`src/rtl/pc_redirect_unit_if.sv`:
```
// Fetch-side bus between the branch comparator / instruction memory and the PC redirect unit.
// The master modport is the PC unit; the slave modport is its environment.
interface pc_redirect_unit_if #(
  parameter int unsigned VAR_WIDTH = 32,
  parameter int unsigned CNT_WIDTH = 16
);
  logic                 branch_taken;
  logic                 jump;
  logic [VAR_WIDTH-1:0] branch_target;
  logic                 stall;
  logic                 imem_ready;
  logic                 imem_req;
  logic [VAR_WIDTH-1:0] imem_addr;
  logic [VAR_WIDTH-1:0] pc;
  logic [VAR_WIDTH-1:0] pc_plus4;
  logic                 flush;
  logic [CNT_WIDTH-1:0] redirect_count;

  modport master (
    input  branch_taken, jump, branch_target, stall, imem_ready,
    output imem_req, imem_addr, pc, pc_plus4, flush, redirect_count
  );

  modport slave (
    output branch_taken, jump, branch_target, stall, imem_ready,
    input  imem_req, imem_addr, pc, pc_plus4, flush, redirect_count
  );
endinterface

```
`src/rtl/pc_redirect_unit.sv`:
```
// Fetch PC sequencer: advances the PC on accepted fetches, redirects on taken
// branches/jumps with a one-cycle flush, and counts redirects (saturating).
module pc_redirect_unit #(
  parameter int unsigned          VAR_WIDTH = 32,
  parameter logic [VAR_WIDTH-1:0] RESET_PC  = '0,
  parameter int unsigned          CNT_WIDTH = 16
) (
  input  logic                   clk,
  input  logic                   rst,
  pc_redirect_unit_if.master     io_bus
);

  localparam logic [CNT_WIDTH-1:0] CNT_MAX    = {CNT_WIDTH{1'b1}};
  localparam logic [VAR_WIDTH-1:0] ALIGN_MASK = ~VAR_WIDTH'(3);

  typedef enum logic [1:0] {
    ST_BOOT  = 2'd0,
    ST_FETCH = 2'd1,
    ST_FLUSH = 2'd2
  } state_t;

  state_t               r_state;
  state_t               w_next_state;
  logic [VAR_WIDTH-1:0] r_pc;
  logic [VAR_WIDTH-1:0] w_next_pc;
  logic [VAR_WIDTH-1:0] w_pc_plus4;
  logic [VAR_WIDTH-1:0] w_target;
  logic [CNT_WIDTH-1:0] r_cnt;
  logic                 r_imem_req;
  logic                 r_flush;
  logic                 w_redirect;
  logic                 w_cnt_inc;

  assign w_redirect = io_bus.branch_taken | io_bus.jump;
  assign w_target   = io_bus.branch_target & ALIGN_MASK;
  assign w_pc_plus4 = r_pc + VAR_WIDTH'(4);

  // Next state / next PC; redirect outranks stall and memory ready
  always_comb begin
    w_next_state = r_state;
    w_next_pc    = r_pc;
    w_cnt_inc    = 1'b0;
    case (r_state)
      ST_BOOT: begin
        w_next_state = ST_FETCH;
      end
      ST_FETCH: begin
        if (w_redirect) begin
          w_next_pc    = w_target;
          w_next_state = ST_FLUSH;
          w_cnt_inc    = 1'b1;
        end else if (!io_bus.stall && io_bus.imem_ready) begin
          w_next_pc = w_pc_plus4;
        end
      end
      ST_FLUSH: begin
        if (w_redirect) begin
          w_next_pc = w_target;
          w_cnt_inc = 1'b1;
        end else begin
          w_next_state = ST_FETCH;
        end
      end
      default: begin
        w_next_state = ST_BOOT;
      end
    endcase
  end

  // Request and flush are registered and track the state being entered
  always_ff @(posedge clk) begin
    if (rst) begin
      r_state    <= ST_BOOT;
      r_pc       <= RESET_PC;
      r_imem_req <= 1'b0;
      r_flush    <= 1'b0;
      r_cnt      <= '0;
    end else begin
      r_state    <= w_next_state;
      r_pc       <= w_next_pc;
      r_imem_req <= (w_next_state == ST_FETCH);
      r_flush    <= (w_next_state == ST_FLUSH);
      if (w_cnt_inc && (r_cnt != CNT_MAX)) begin
        r_cnt <= r_cnt + CNT_WIDTH'(1);
      end
    end
  end

  assign io_bus.imem_req       = r_imem_req;
  assign io_bus.imem_addr      = r_pc;
  assign io_bus.pc             = r_pc;
  assign io_bus.pc_plus4       = w_pc_plus4;
  assign io_bus.flush          = r_flush;
  assign io_bus.redirect_count = r_cnt;

endmodule

```
`src/flat_wrapper.sv`:
```
// flat-port wrapper written by rule: the top's interface ports become plain ports
module pc_redirect_unit_flat 
#(
  parameter int unsigned          VAR_WIDTH = 32,
  parameter logic [VAR_WIDTH-1:0] RESET_PC  = '0,
  parameter int unsigned          CNT_WIDTH = 16
)
  (clk, rst, io_bus_branch_taken, io_bus_jump, io_bus_branch_target, io_bus_stall, io_bus_imem_ready, io_bus_imem_req, io_bus_imem_addr, io_bus_pc, io_bus_pc_plus4, io_bus_flush, io_bus_redirect_count);
  pc_redirect_unit_if #(.VAR_WIDTH(VAR_WIDTH), .CNT_WIDTH(CNT_WIDTH)) io_bus_i ();
  input  logic clk;
  input  logic rst;
  input wire logic [$bits(io_bus_i.branch_taken)-1:0] io_bus_branch_taken;
  input wire logic [$bits(io_bus_i.jump)-1:0] io_bus_jump;
  input wire logic [$bits(io_bus_i.branch_target)-1:0] io_bus_branch_target;
  input wire logic [$bits(io_bus_i.stall)-1:0] io_bus_stall;
  input wire logic [$bits(io_bus_i.imem_ready)-1:0] io_bus_imem_ready;
  output wire logic [$bits(io_bus_i.imem_req)-1:0] io_bus_imem_req;
  output wire logic [$bits(io_bus_i.imem_addr)-1:0] io_bus_imem_addr;
  output wire logic [$bits(io_bus_i.pc)-1:0] io_bus_pc;
  output wire logic [$bits(io_bus_i.pc_plus4)-1:0] io_bus_pc_plus4;
  output wire logic [$bits(io_bus_i.flush)-1:0] io_bus_flush;
  output wire logic [$bits(io_bus_i.redirect_count)-1:0] io_bus_redirect_count;
  assign io_bus_i.branch_taken = io_bus_branch_taken;
  assign io_bus_i.jump = io_bus_jump;
  assign io_bus_i.branch_target = io_bus_branch_target;
  assign io_bus_i.stall = io_bus_stall;
  assign io_bus_i.imem_ready = io_bus_imem_ready;
  assign io_bus_imem_req = io_bus_i.imem_req;
  assign io_bus_imem_addr = io_bus_i.imem_addr;
  assign io_bus_pc = io_bus_i.pc;
  assign io_bus_pc_plus4 = io_bus_i.pc_plus4;
  assign io_bus_flush = io_bus_i.flush;
  assign io_bus_redirect_count = io_bus_i.redirect_count;
  pc_redirect_unit #(.VAR_WIDTH(VAR_WIDTH), .RESET_PC(RESET_PC), .CNT_WIDTH(CNT_WIDTH)) u_core (.clk(clk), .rst(rst), .io_bus(io_bus_i));
endmodule
```
`config.mk`:
```
export PLATFORM = sky130hd
export DESIGN_NAME = pc_redirect_unit_flat
export DESIGN_NICKNAME = d
export VERILOG_FILES = /design/src/rtl/pc_redirect_unit_if.sv /design/src/rtl/pc_redirect_unit.sv /design/src/flat_wrapper.sv
export SDC_FILE = /design/constraint.sdc
export NUM_CORES = 1
export LEC_CHECK = 0
export ABC_AREA = 1
export CAP_MARGIN = 20
export CELL_PAD_IN_SITES_DETAIL_PLACEMENT = 2
export CELL_PAD_IN_SITES_GLOBAL_PLACEMENT = 2
export CORE_ASPECT_RATIO = 0.75
export CORE_MARGIN = 2
export CORE_UTILIZATION = 23
export DETAILED_ROUTE_END_ITERATION = 10
export GPL_TIMING_DRIVEN = 0
export PLACE_DENSITY = 0.84
export SLEW_MARGIN = 30
export SYNTH_ARGS = -nofsm -noshare
export SYNTH_HDL_FRONTEND = slang
export SYNTH_SLANG_ARGS = --single-unit
```
`constraint.sdc`:
```
create_clock -name clk -period 4.2 [get_ports clk]
set_input_delay 0.42 -clock clk [delete_from_list [all_inputs] [get_ports clk]]
set_output_delay 0.42 -clock clk [all_outputs]
set_load 0.05 [all_outputs]
```
==> qor.txt <==
Vias/cell = 4.585
Sw Pwr = 1.385 mW
Clock power frac = 0.179
Post-Synthesis Cells = 546
Number of gates resized after CTS = 0
Drc violations = 0
Reg2reg end = u_core.io_bus.imem_addr[9]
# rows = 39
Min Hold Slack = 514.9 ps
Max stage delay cell, worst path = clkdlybuf4s50_1
WL met2 = 7157 um
Area leader, netlist = dfxtp_1
Post-route antenna net violation count = 0
Number of synthesized flops with an enable pin = 0
Top-count cell post-synth = nand2_1
Diodes inserted = 0
Final Cell Area = 5381 um2
Cell count after placement = 898
Fmax = 316.0 MHz
Tightest Hold Check Type = reg2reg
Starting DRT DRC Count = 168
Synth top cells by count = nand2_1, a21oi_1, dfxtp_1
Data arrival, critical path = 2740 ps
Main area contributors after synthesis = dfxtp_1, nand2_1, a21oi_1
Wire per inst = 17.28 um
Initial antenna violation count = 0
Final slew viol count = 0
Die width = 146.8 um
Max-cap violations = 0
Final TNS setup = 0 ps
Max incr delay on CP = 870 ps
Worst-Margin Slew = 652.9 ps
Maximum VDD drop = 0.0002437 V
Clk sinks = 50
Num CTS Buffers = 5
Core box area = 15080 um2
Die area = 16300 um2
Worst Hold Endpoint = u_core.io_bus.redirect_count[8]
R2R Setup Slk = 2030 ps
Largest net degree at the start of global routing = 15
Root Driver = clkbuf_16
Met3 wire len = 1213 um
R2r worst-path depth = 9
Via count = 4149
Port Buf Inserts = 142
Worst EP required = 3780 ps
Outcome = completed
Most used DFF post-synth = dfxtp_1
Syn avg cell area = 6.439 um2
# setup viols final = 0
Worst setup margin = 1035 ps
Grt ovf = 0
Hold depth = 2
I/O pin count = 152
Share of cells above drive strength 1 = 0.09571
Final Util = 0.3569
First-pass GRT wire length = 24750 um
Most used cell, CP = nor2_2
Area growth, synth to finish = 53.06%
Period utilization = 0.7535
Ys async rst share = 0
Min-delay src = u_core.io_bus.redirect_count[8]
HPWL after DPL = 12440 um
Final WL = 15640 um
GR Util All Layers = 0.1911
Setup Buffers After CTS = 0
DRT met1 WL = 7107 um
Power density over the cells = 510.8 nW/um2
Sequential fraction of the synthesis area = 0.2847
TritonCTS clock tree = done
Ordered list of cells on the worst path = ha_1, nand2_1, nor2_2, nand2_2, nor2_2, xor2_1, clkdlybuf4s50_1
Placed inst area = 5213 um2
Seq pwr share = 0.246
Synth Cell Area = 3516 um2
Final net count = 744
H-tree depth = 2
LEAKAGE = 2.015 nW
CP Class = reg2out
DP Worst Slack = 1368 ps
Hold Violations, Final = 0
CTS Buffer Depth = 2
Yosys cell types = 31
Gpl congestion = 0.8520
Die Y-Extent = 111.1 um
Clk Latency, worst-skew pair = 300 ps
Largest fanout on the critical path = 5
Final min period = 3165 ps
Synthesis warning total = 0
Worst R2R Start = u_core.r_state[0]
Final Skew = 6.888 ps
Seq cells post-synth = 50
Highest routed metal layer = met4
Crit start category = flop
Slew margin rel. = 0.5647
Crit path capture type = output port
Hold Buf Count CTS = 0
Final cell count without fillers = 905
Internal = 1.364 mW
First-pass iteration count of the detailed router = 4
RSZ-0062 raised after global routing = no
Vias in the first global route = 4582
Logic pwr share = 0.575
Starting Density = 0.2332
Clock transition at the registers of the reported paths = 70 ps
Synth top area share = 0.2847
Net Sw Frac = 0.5037
Pwr Total = 2.749 mW
-- per-layer routing --
layer	GRT usage	vias to the layer above
li1	-	2017
met4	0.03495	0
met2	0.3180	119
met5	0	-
met1	0.2471	2001
met3	0.05720	12
-- logic make-up after synthesis --
logic type	after synthesis	synth area share
xor+xnor	26	0.06691
simple gates	263	0.3217
other cells	1	0.001067
fa+ha+maj	6	0.02135
compound gates	112	0.1662
flops	50	0.2847
buf+inv	88	0.1381
-- critical path, delay by kind of cell (launching register included) --
kind | cells | cell delay (ps)
buffers and inverters | 1 | 870
AND/OR/NAND/NOR | 4 | 640
adder cells (fa/ha/maj) | 1 | 230
XOR/XNOR | 1 | 280
flip-flops | 1 | 440
-- power groups by stage --
stage	clock [mW]	combinational (mW)	sequential (mW)
floorplan	0	0.824	0.876
global placement	0	1.55	0.681
detailed placement	0	1.58	0.688
CTS	0.507	1.59	0.679
global route	0.525	1.66	0.693
finish	0.493	1.58	0.676
-- sequential cells by signal, summed over array words and instances (netlist names) --
| name | count |
|---|---|
| u_core.io_bus.imem_req | 1 |
| u_core.io_bus.flush | 1 |
| u_core.io_bus.redirect_count | 16 |
| u_core.r_state | 2 |
| u_core.io_bus.imem_addr | 30 |
-- cells in the final DEF (no fill, tap or decap), drive strengths merged --
cell and instances:
buf 45, dfxtp 50, nor3 4, nand3b 6
nor2 58, xor2 19, conb 6, a31oi 2
nand2 168, and2 5, a21oi 71, bufinv 1
inv 33, clkdlybuf4s50 142, o21bai 1, clkbuf 16
ha 6, o21ai 36, o211a 1, nor3b 1
a21o 1, nand4 3, xnor2 7, nand3 18
-- how the worst max path moves through the flow --
| stage | from | to | slack (ps) |
|---|---|---|---|
| floorplan | u_core.io_bus.imem_addr[2] | io_bus_pc_plus4[17] | 1350 |
| global placement | u_core.io_bus.imem_addr[2] | io_bus_pc_plus4[12] | 1430 |
| detailed placement | u_core.io_bus.imem_addr[2] | io_bus_pc_plus4[26] | 1370 |
| CTS | u_core.io_bus.imem_addr[2] | io_bus_pc_plus4[14] | 1010 |
| global route | u_core.io_bus.imem_addr[2] | io_bus_pc_plus4[14] | 880 |
| finish | u_core.io_bus.imem_addr[2] | io_bus_pc_plus4[14] | 1040 |
-- layout make-up --
| cell class | instances | area, um2 |
|---|---|---|
| Inverter | 33 | 123.9 |
| Multi-Input combinational cell | 413 | 2048 |
| Clock buffer | 6 | 138.9 |
| Timing Repair Buffer | 142 | 1421 |
| Fill cell | 1772 | 9697 |
| Clock inverter | 1 | 30.03 |
| Sequential cell | 50 | 1001 |
| Buffer | 55 | 361.6 |
| Tap cell | 205 | 256.5 |
Power figures use the tool's default switching activity.
